===== src/rtl/dmem_arbiter_if.sv =====
// Bus bundle between the two data-memory requesters, the arbiter and the data memory.
// slave = arbiter side; master = requester/memory side.
interface dmem_arbiter_if;
    logic        cpu_req;
    logic        cpu_we;
    logic [31:0] cpu_adr;
    logic [31:0] cpu_wdata;
    logic [31:0] cpu_rdata;
    logic        cpu_done;
    logic        cpu_stall;

    logic        ext_req;
    logic        ext_we;
    logic [31:0] ext_adr;
    logic [31:0] ext_wdata;
    logic [31:0] ext_rdata;
    logic        ext_done;

    logic [31:0] mem_adr;
    logic [31:0] mem_wdata;
    logic        mem_mwr;
    logic        mem_moe;
    logic [31:0] mem_rd;

    modport slave (
        input  cpu_req, cpu_we, cpu_adr, cpu_wdata,
        output cpu_rdata, cpu_done, cpu_stall,
        input  ext_req, ext_we, ext_adr, ext_wdata,
        output ext_rdata, ext_done,
        output mem_adr, mem_wdata, mem_mwr, mem_moe,
        input  mem_rd
    );

    modport master (
        output cpu_req, cpu_we, cpu_adr, cpu_wdata,
        input  cpu_rdata, cpu_done, cpu_stall,
        output ext_req, ext_we, ext_adr, ext_wdata,
        input  ext_rdata, ext_done,
        input  mem_adr, mem_wdata, mem_mwr, mem_moe,
        output mem_rd
    );
endinterface


===== src/rtl/dmem_arbiter.sv =====
// Two-requester arbiter for the single-port data memory: alternating-priority grant,
// fixed MEM_LAT access sequencing, registered memory controls and per-requester read data.
module dmem_arbiter #(
    parameter int MEM_LAT = 2
) (
    input  logic          clk,
    input  logic          rst,
    dmem_arbiter_if.slave bus
);

    typedef enum logic [1:0] {
        IDLE = 2'd0,
        BUSY = 2'd1,
        DONE = 2'd2
    } state_t;

    typedef enum logic {
        OWN_CPU = 1'b0,
        OWN_EXT = 1'b1
    } owner_t;

    localparam logic [3:0] CNT_INIT = 4'(MEM_LAT - 1);

    state_t      state_r,      state_s;
    owner_t      owner_r,      owner_s;
    owner_t      last_owner_r, last_owner_s;
    logic [3:0]  cnt_r,        cnt_s;
    logic        we_r,         we_s;
    logic [31:0] adr_r,        adr_s;
    logic [31:0] wdata_r,      wdata_s;
    logic        mwr_r,        mwr_s;
    logic        moe_r,        moe_s;
    logic        cpu_done_r,   cpu_done_s;
    logic        ext_done_r,   ext_done_s;
    logic [31:0] cpu_rdata_r,  cpu_rdata_s;
    logic [31:0] ext_rdata_r,  ext_rdata_s;
    logic        grant_cpu_s;

    // next-state and next-output logic; memory controls are prepared one cycle ahead
    always_comb begin
        state_s      = state_r;
        owner_s      = owner_r;
        last_owner_s = last_owner_r;
        cnt_s        = cnt_r;
        we_s         = we_r;
        adr_s        = adr_r;
        wdata_s      = wdata_r;
        mwr_s        = mwr_r;
        moe_s        = moe_r;
        cpu_done_s   = 1'b0;
        ext_done_s   = 1'b0;
        cpu_rdata_s  = cpu_rdata_r;
        ext_rdata_s  = ext_rdata_r;
        // on a tie the requester that did not own the last access wins
        grant_cpu_s  = bus.cpu_req & (~bus.ext_req | (last_owner_r == OWN_EXT));

        case (state_r)
            IDLE: begin
                if (grant_cpu_s) begin
                    owner_s      = OWN_CPU;
                    last_owner_s = OWN_CPU;
                    we_s         = bus.cpu_we;
                    adr_s        = bus.cpu_adr;
                    wdata_s      = bus.cpu_wdata;
                    mwr_s        = bus.cpu_we;
                    moe_s        = ~bus.cpu_we;
                    cnt_s        = CNT_INIT;
                    state_s      = BUSY;
                end else if (bus.ext_req) begin
                    owner_s      = OWN_EXT;
                    last_owner_s = OWN_EXT;
                    we_s         = bus.ext_we;
                    adr_s        = bus.ext_adr;
                    wdata_s      = bus.ext_wdata;
                    mwr_s        = bus.ext_we;
                    moe_s        = ~bus.ext_we;
                    cnt_s        = CNT_INIT;
                    state_s      = BUSY;
                end else begin
                    state_s      = IDLE;
                end
            end
            BUSY: begin
                if (cnt_r == 4'd0) begin
                    mwr_s   = 1'b0;
                    moe_s   = 1'b0;
                    state_s = DONE;
                    if (owner_r == OWN_CPU) begin
                        cpu_done_s = 1'b1;
                        if (!we_r) begin
                            cpu_rdata_s = bus.mem_rd;
                        end else begin
                            cpu_rdata_s = cpu_rdata_r;
                        end
                    end else begin
                        ext_done_s = 1'b1;
                        if (!we_r) begin
                            ext_rdata_s = bus.mem_rd;
                        end else begin
                            ext_rdata_s = ext_rdata_r;
                        end
                    end
                end else begin
                    cnt_s = cnt_r - 4'd1;
                end
            end
            DONE: begin
                state_s = IDLE;
            end
            default: begin
                mwr_s   = 1'b0;
                moe_s   = 1'b0;
                state_s = IDLE;
            end
        endcase
    end

    // state register and all registered outputs
    always_ff @(posedge clk) begin
        if (rst) begin
            state_r      <= IDLE;
            owner_r      <= OWN_CPU;
            last_owner_r <= OWN_EXT;
            cnt_r        <= 4'd0;
            we_r         <= 1'b0;
            adr_r        <= 32'h0000_0000;
            wdata_r      <= 32'h0000_0000;
            mwr_r        <= 1'b0;
            moe_r        <= 1'b0;
            cpu_done_r   <= 1'b0;
            ext_done_r   <= 1'b0;
            cpu_rdata_r  <= 32'h0000_0000;
            ext_rdata_r  <= 32'h0000_0000;
        end else begin
            state_r      <= state_s;
            owner_r      <= owner_s;
            last_owner_r <= last_owner_s;
            cnt_r        <= cnt_s;
            we_r         <= we_s;
            adr_r        <= adr_s;
            wdata_r      <= wdata_s;
            mwr_r        <= mwr_s;
            moe_r        <= moe_s;
            cpu_done_r   <= cpu_done_s;
            ext_done_r   <= ext_done_s;
            cpu_rdata_r  <= cpu_rdata_s;
            ext_rdata_r  <= ext_rdata_s;
        end
    end

    assign bus.mem_adr   = adr_r;
    assign bus.mem_wdata = wdata_r;
    assign bus.mem_mwr   = mwr_r;
    assign bus.mem_moe   = moe_r;
    assign bus.cpu_done  = cpu_done_r;
    assign bus.ext_done  = ext_done_r;
    assign bus.cpu_rdata = cpu_rdata_r;
    assign bus.ext_rdata = ext_rdata_r;
    // the processor pc freezes from the request until the completion pulse
    assign bus.cpu_stall = bus.cpu_req & ~cpu_done_r;

endmodule


===== src/flat_wrapper.sv =====
// flat-port wrapper written by rule: the top's interface ports become plain ports
module dmem_arbiter_flat 
#(
    parameter int MEM_LAT = 2
)
  (clk, rst, bus_cpu_req, bus_cpu_we, bus_cpu_adr, bus_cpu_wdata, bus_cpu_rdata, bus_cpu_done, bus_cpu_stall, bus_ext_req, bus_ext_we, bus_ext_adr, bus_ext_wdata, bus_ext_rdata, bus_ext_done, bus_mem_adr, bus_mem_wdata, bus_mem_mwr, bus_mem_moe, bus_mem_rd);
  dmem_arbiter_if bus_i ();
  input  logic clk;
  input  logic rst;
  input wire logic [$bits(bus_i.cpu_req)-1:0] bus_cpu_req;
  input wire logic [$bits(bus_i.cpu_we)-1:0] bus_cpu_we;
  input wire logic [$bits(bus_i.cpu_adr)-1:0] bus_cpu_adr;
  input wire logic [$bits(bus_i.cpu_wdata)-1:0] bus_cpu_wdata;
  output wire logic [$bits(bus_i.cpu_rdata)-1:0] bus_cpu_rdata;
  output wire logic [$bits(bus_i.cpu_done)-1:0] bus_cpu_done;
  output wire logic [$bits(bus_i.cpu_stall)-1:0] bus_cpu_stall;
  input wire logic [$bits(bus_i.ext_req)-1:0] bus_ext_req;
  input wire logic [$bits(bus_i.ext_we)-1:0] bus_ext_we;
  input wire logic [$bits(bus_i.ext_adr)-1:0] bus_ext_adr;
  input wire logic [$bits(bus_i.ext_wdata)-1:0] bus_ext_wdata;
  output wire logic [$bits(bus_i.ext_rdata)-1:0] bus_ext_rdata;
  output wire logic [$bits(bus_i.ext_done)-1:0] bus_ext_done;
  output wire logic [$bits(bus_i.mem_adr)-1:0] bus_mem_adr;
  output wire logic [$bits(bus_i.mem_wdata)-1:0] bus_mem_wdata;
  output wire logic [$bits(bus_i.mem_mwr)-1:0] bus_mem_mwr;
  output wire logic [$bits(bus_i.mem_moe)-1:0] bus_mem_moe;
  input wire logic [$bits(bus_i.mem_rd)-1:0] bus_mem_rd;
  assign bus_i.cpu_req = bus_cpu_req;
  assign bus_i.cpu_we = bus_cpu_we;
  assign bus_i.cpu_adr = bus_cpu_adr;
  assign bus_i.cpu_wdata = bus_cpu_wdata;
  assign bus_cpu_rdata = bus_i.cpu_rdata;
  assign bus_cpu_done = bus_i.cpu_done;
  assign bus_cpu_stall = bus_i.cpu_stall;
  assign bus_i.ext_req = bus_ext_req;
  assign bus_i.ext_we = bus_ext_we;
  assign bus_i.ext_adr = bus_ext_adr;
  assign bus_i.ext_wdata = bus_ext_wdata;
  assign bus_ext_rdata = bus_i.ext_rdata;
  assign bus_ext_done = bus_i.ext_done;
  assign bus_mem_adr = bus_i.mem_adr;
  assign bus_mem_wdata = bus_i.mem_wdata;
  assign bus_mem_mwr = bus_i.mem_mwr;
  assign bus_mem_moe = bus_i.mem_moe;
  assign bus_i.mem_rd = bus_mem_rd;
  dmem_arbiter #(.MEM_LAT(MEM_LAT)) u_core (.clk(clk), .rst(rst), .bus(bus_i));
endmodule

===== config.mk =====
export PLATFORM = sky130hd
export DESIGN_NAME = dmem_arbiter_flat
export DESIGN_NICKNAME = d
export VERILOG_FILES = /design/src/rtl/dmem_arbiter_if.sv /design/src/rtl/dmem_arbiter.sv /design/src/flat_wrapper.sv
export SDC_FILE = /design/constraint.sdc
export NUM_CORES = 1
export LEC_CHECK = 0
export CORE_UTILIZATION = 40
export CTS_BUF_LIST = sky130_fd_sc_hd__clkbuf_4
export DETAILED_ROUTE_END_ITERATION = 10
export HOLD_SLACK_MARGIN = 0.12
export PLACE_DENSITY_LB_ADDON = 0.05
export SYNTH_ARGS = -nofsm -noshare
export SYNTH_HDL_FRONTEND = slang
export SYNTH_SLANG_ARGS = --single-unit

===== constraint.sdc =====
create_clock -name clk -period 2.25 [get_ports clk]
set_input_delay 0.225 -clock clk [delete_from_list [all_inputs] [get_ports clk]]
set_output_delay 0.225 -clock clk [all_outputs]
set_load 0.1 [all_outputs]

# Yosys cells after proc, flatten, opt, wreduce, memory -nomap -nowiden
# Index checks and enable logic that the tools add are counted.
# totals
ff_bits	141
out_inout_bits	133
elab_cells	64
# classes
addsub	1
n_eq_ne	5
muxes	23
bitwise	12
reduce_logical	10
# op_table
cell	n
$mux W32	4
$mux W4	3
$mux W1	10
$not A1 Y1	9
$pmux W4 S2	1
$reduce_and A4 Y1	2
$pmux W1 S3	2
$reduce_and A3 Y1	2
$logic_not A4 Y1	1
$mux W2	2
$pmux W2 S2	1
$reduce_bool A2 Y1	2
$sub A4 B1 Y4 const B	1
$ne A3 B2 Y1 const B	1
$reduce_or A3 Y1	1
$and A1 B1 Y1	2
$eq A2 B1 Y1 const B	1
$eq A2 B2 Y1 const B	1
$logic_not A2 Y1	1
$ne A2 B1 Y1 const B	1
$ne A2 B2 Y1 const B	1
$reduce_and A2 Y1	1
$or A1 B1 Y1	1

# Depth between registers and ports, before layout
# logic_depth
ltp_word	5
depth_mapped	8

# Worst setup path before layout
# OpenSTA, ideal clock, no wires.
# synth_timing
path_type	register -> output
from	register u_core.cpu_done_r (netlist: u_core.bus.cpu_done)
to	output port bus_cpu_stall
arrival_ps	2114
t_required_ps	2025
setup_slack_ps	-89
stages_incl_launch_ff	2
path_buffers	0
path_cell_list	dfxtp_1 > nor2b_1
# synth_between
elab_chain_cells	2
# synth_lines
element	line	text
start, declared	dmem_arbiter.sv:33	logic cpu_done_r, cpu_done_s;
start signal, assigned	dmem_arbiter.sv:144	cpu_done_r <= cpu_done_s;
$not A1 Y1	dmem_arbiter.sv:160	assign bus.cpu_stall = bus.cpu_req & ~cpu_done_r;
$and A1 B1 Y1	dmem_arbiter.sv:160	
end, declared	flat_wrapper.sv:16	output wire logic [$bits(bus_i.cpu_stall)-1:0] bus_cpu_stall;
# No other way between the ends.

# Worst setup path in the final report
# layout_timing
from	register u_core.cnt_r[0]
to	register u_core.ext_rdata_r[29] (netlist: u_core.bus.ext_rdata[29])
# layout_between
elab_chain_cells	2
# layout_lines
element	line	text
start, declared	dmem_arbiter.sv:27	logic [3:0] cnt_r, cnt_s;
start signal, assigned	dmem_arbiter.sv:138	cnt_r <= cnt_s;
$logic_not A4 Y1	dmem_arbiter.sv:84	if (cnt_r == 4'd0) begin
$reduce_and A4 Y1 (no line)	--	
end signal, assigned	dmem_arbiter.sv:147	ext_rdata_r <= ext_rdata_s;
end, declared	dmem_arbiter.sv:36	logic [31:0] ext_rdata_r, ext_rdata_s;
# No other way between the ends.
# A chain may end at the register's enable or synchronous reset.

==> metrics.txt <==
Final Instance Area=8630 µm²; GR Util All Layers=0.246; Cells after DPL=1131; fillers=1162; final worst-path cycle share=0.838; final RePlAce weighted congestion=0.808; io pins=299; P&R area growth vs syn=53.7%; Tot Pwr=7.72 mW; post-route ant nets=0; total grt overflow=0; net switching power=3.36 mW; Place WS=0.341 ns; Die W=120 µm; Post-Syn Area=5610 µm²; sequential share of the synthesized area=0.503; CTS Sinks=141; Syn Inst Count=700; Crit. End Element=flop; placed cell areas=8340 µm²; core outline area=13500 µm²; Slew Limit Fails=0; top post-synthesis cells by count=nand2_1 (195), dfxtp_1 (141), a21oi_1 (116); Via density=5.12; largest net degree at the start of global routing=66; die area=14500 µm²; Yosys top cell by area=dfxtp_1; setup TNS=0 ns; top cell type's share of synthesized area=0.503; Finish-stage setup viols=0; clock latency at the later pin of the worst-skew pair=0.54 ns; CP startpoint kind=flop; Max clock buf depth=2; synthesis warning total=0; Tightest Pin Transition=0.532 ns; clock network power share=0.208; synthesis-stage register bit count=141; DRC=0; CP arrival=2.35 ns; CTS tree=done; Net Sw Frac=0.436; Hold Crit Class=in2reg; Async SR Flop Fraction=0; Final nets=1143; CTS H-tree depth=4; Non-Filler Instances=1164; crit path kind=reg2reg; Lkg Pwr=3.51 nW; max-capacitance violation count=0; # rows=42; combinational share of power=0.417; die height=120 µm; fmax=531 MHz; Mean Syn Cell Area=8.02 µm²; drt first-iter violations=394; first-pass GRT wire length=27.8 mm; distinct cell type count after synthesis=34; min Tclk post-route=1.88 ns; Worst Slack Setup Final=0.365 ns; Fin. Hold Viols=0; Post-synth top flop=dfxtp_1; most frequent cell after synthesis=nand2_1; Worst R2R Setup Slack=0.37 ns; Post-CTS Setup Bufs=0; vias in the first global route=5807; vias=5965; Detailed Place HPWL=12.7 mm; drt pass-1 iters=5; Routed WL=17.8 mm; Slew HR=0.645; status=finished, final reports clean; largest cells by area after synthesis=dfxtp_1 (50%), nand2_1 (13%), a21oi_1 (10%); Max VDD drop=0.000378 V; DR WL/cell=15.3 µm; PD cells=894 nW/µm²; Int Pwr=4.35 mW; Seq pwr share=0.374; CTS Root Buffer Type=clkbuf_4; Initial Util=0.417; CP Max Fanout=32; share of layout cells above drive strength 1=0.197; Post-Syn Nets=868; initial antenna violation count=1; clk_skew=0.0113 ns; clk slew on worst S/H paths=0.11 ns; TritonCTS Buffers=17; number of flops mapped to enable cells by yosys=0; IO Port Bufs=298; Worst Path Required=2.72 ns; RSZ-0062 raised after global routing=false
-- cell type report --
| cell class | instances | area [µm²] | area share |
|---|---|---|---|
| antenna | 1 | 2.50 | 0.000290 |
| clock buffer | 19 | 143 | 0.0165 |
| clock inverter | 12 | 128 | 0.0148 |
| inverter | 5 | 18.8 | 0.00218 |
| multi-input combinational | 496 | 2470 | 0.287 |
| sequential | 141 | 2820 | 0.327 |
| tap | 176 | 220 | 0.0255 |
| timing repair buffer | 314 | 2820 | 0.327 |
-- timing repair --
action                    4_1_cts  5_1_grt
hold buffers                    1        0
gates resized for setup         0        0
hold endpoints to repair       19        0
-- through the flow --
stage / hold WS (ns) / utilization
floorplan: 0.361 / -
global placement: 0.442 / 0.620
detailed placement: 0.449 / 0.620
CTS: 0.167 / 0.641
global route: 0.179 / 0.641
finish: 0.224 / 0.641
-- worst max-delay path, stage by stage, from the launching register on --
cell     delay [ns]
dfxtp_1        0.31
inv_1          0.12
ha_1           0.21
nor3b_4        0.34
and4b_1        0.24
buf_4          0.33
nand2_1        0.12
a21oi_2        0.14
-- metal layers --
layer	part of all wire	up-vias	global-route usage
li1	-	2907	-
met5	0	-	0
met1	0.39	2739	0.266
met4	0.043	0	0.135
met2	0.50	264	0.436
met3	0.072	55	0.0646
-- flip-flops by register name (all words and copies together), names as in the netlist --
register              cells
u_core.bus.mem_mwr        1
u_core.owner_r            1
u_core.bus.mem_moe        1
u_core.bus.mem_wdata     32
u_core.we_r               1
u_core.bus.cpu_rdata     32
u_core.cnt_r              4
u_core.last_owner_r       1
u_core.bus.ext_rdata     32
u_core.bus.mem_adr       32
u_core.bus.ext_done       1
u_core.bus.cpu_done       1
u_core.state_r            2
-- power groups by stage --
stage | logic [mW] | clock network (mW) | registers, mW
finish | 3.22 | 1.61 | 2.89
detailed placement | 3.23 | 0 | 2.94
CTS | 3.23 | 1.66 | 2.89
global placement | 3.19 | 0 | 2.93
floorplan | 0.742 | 0 | 4.55
global route | 3.37 | 1.77 | 2.92
-- path summary, 6_finish.rpt --
kind,start,endpoint,cells past startpoint
max,u_core.cnt_r[0],u_core.bus.ext_rdata[29],7
min,bus_ext_wdata[5],u_core.bus.mem_wdata[5],3
max reg2reg,u_core.cnt_r[0],u_core.bus.ext_rdata[29],7
min reg2reg,u_core.bus.ext_rdata[10],u_core.bus.ext_rdata[10],2
-- kinds of logic after synthesis --
| logic type | count (synthesis) | synth area share |
|---|---|---|
| and+or+nand+nor | 287 | 0.202 |
| AOI/OAI and AO/OA | 205 | 0.226 |
| muxes | 2 | 0.00357 |
| buffers and inverters | 63 | 0.0608 |
| DFF | 141 | 0.503 |
| adders and majority gates | 2 | 0.00446 |
-- cells in the final DEF, fill, tap and decap left out, drive strengths merged, types with 5 or more instances in the layout --
| cell type | n |
|---|---|
| inv | 5 |
| nand2 | 195 |
| a211oi | 64 |
| dfxtp | 141 |
| nor2 | 75 |
| clkinv | 9 |
| clkbuf | 19 |
| buf | 149 |
| clkdlybuf4s50 | 164 |
| a21oi | 130 |
No activity file was read; power rests on OpenSTA's default activity.
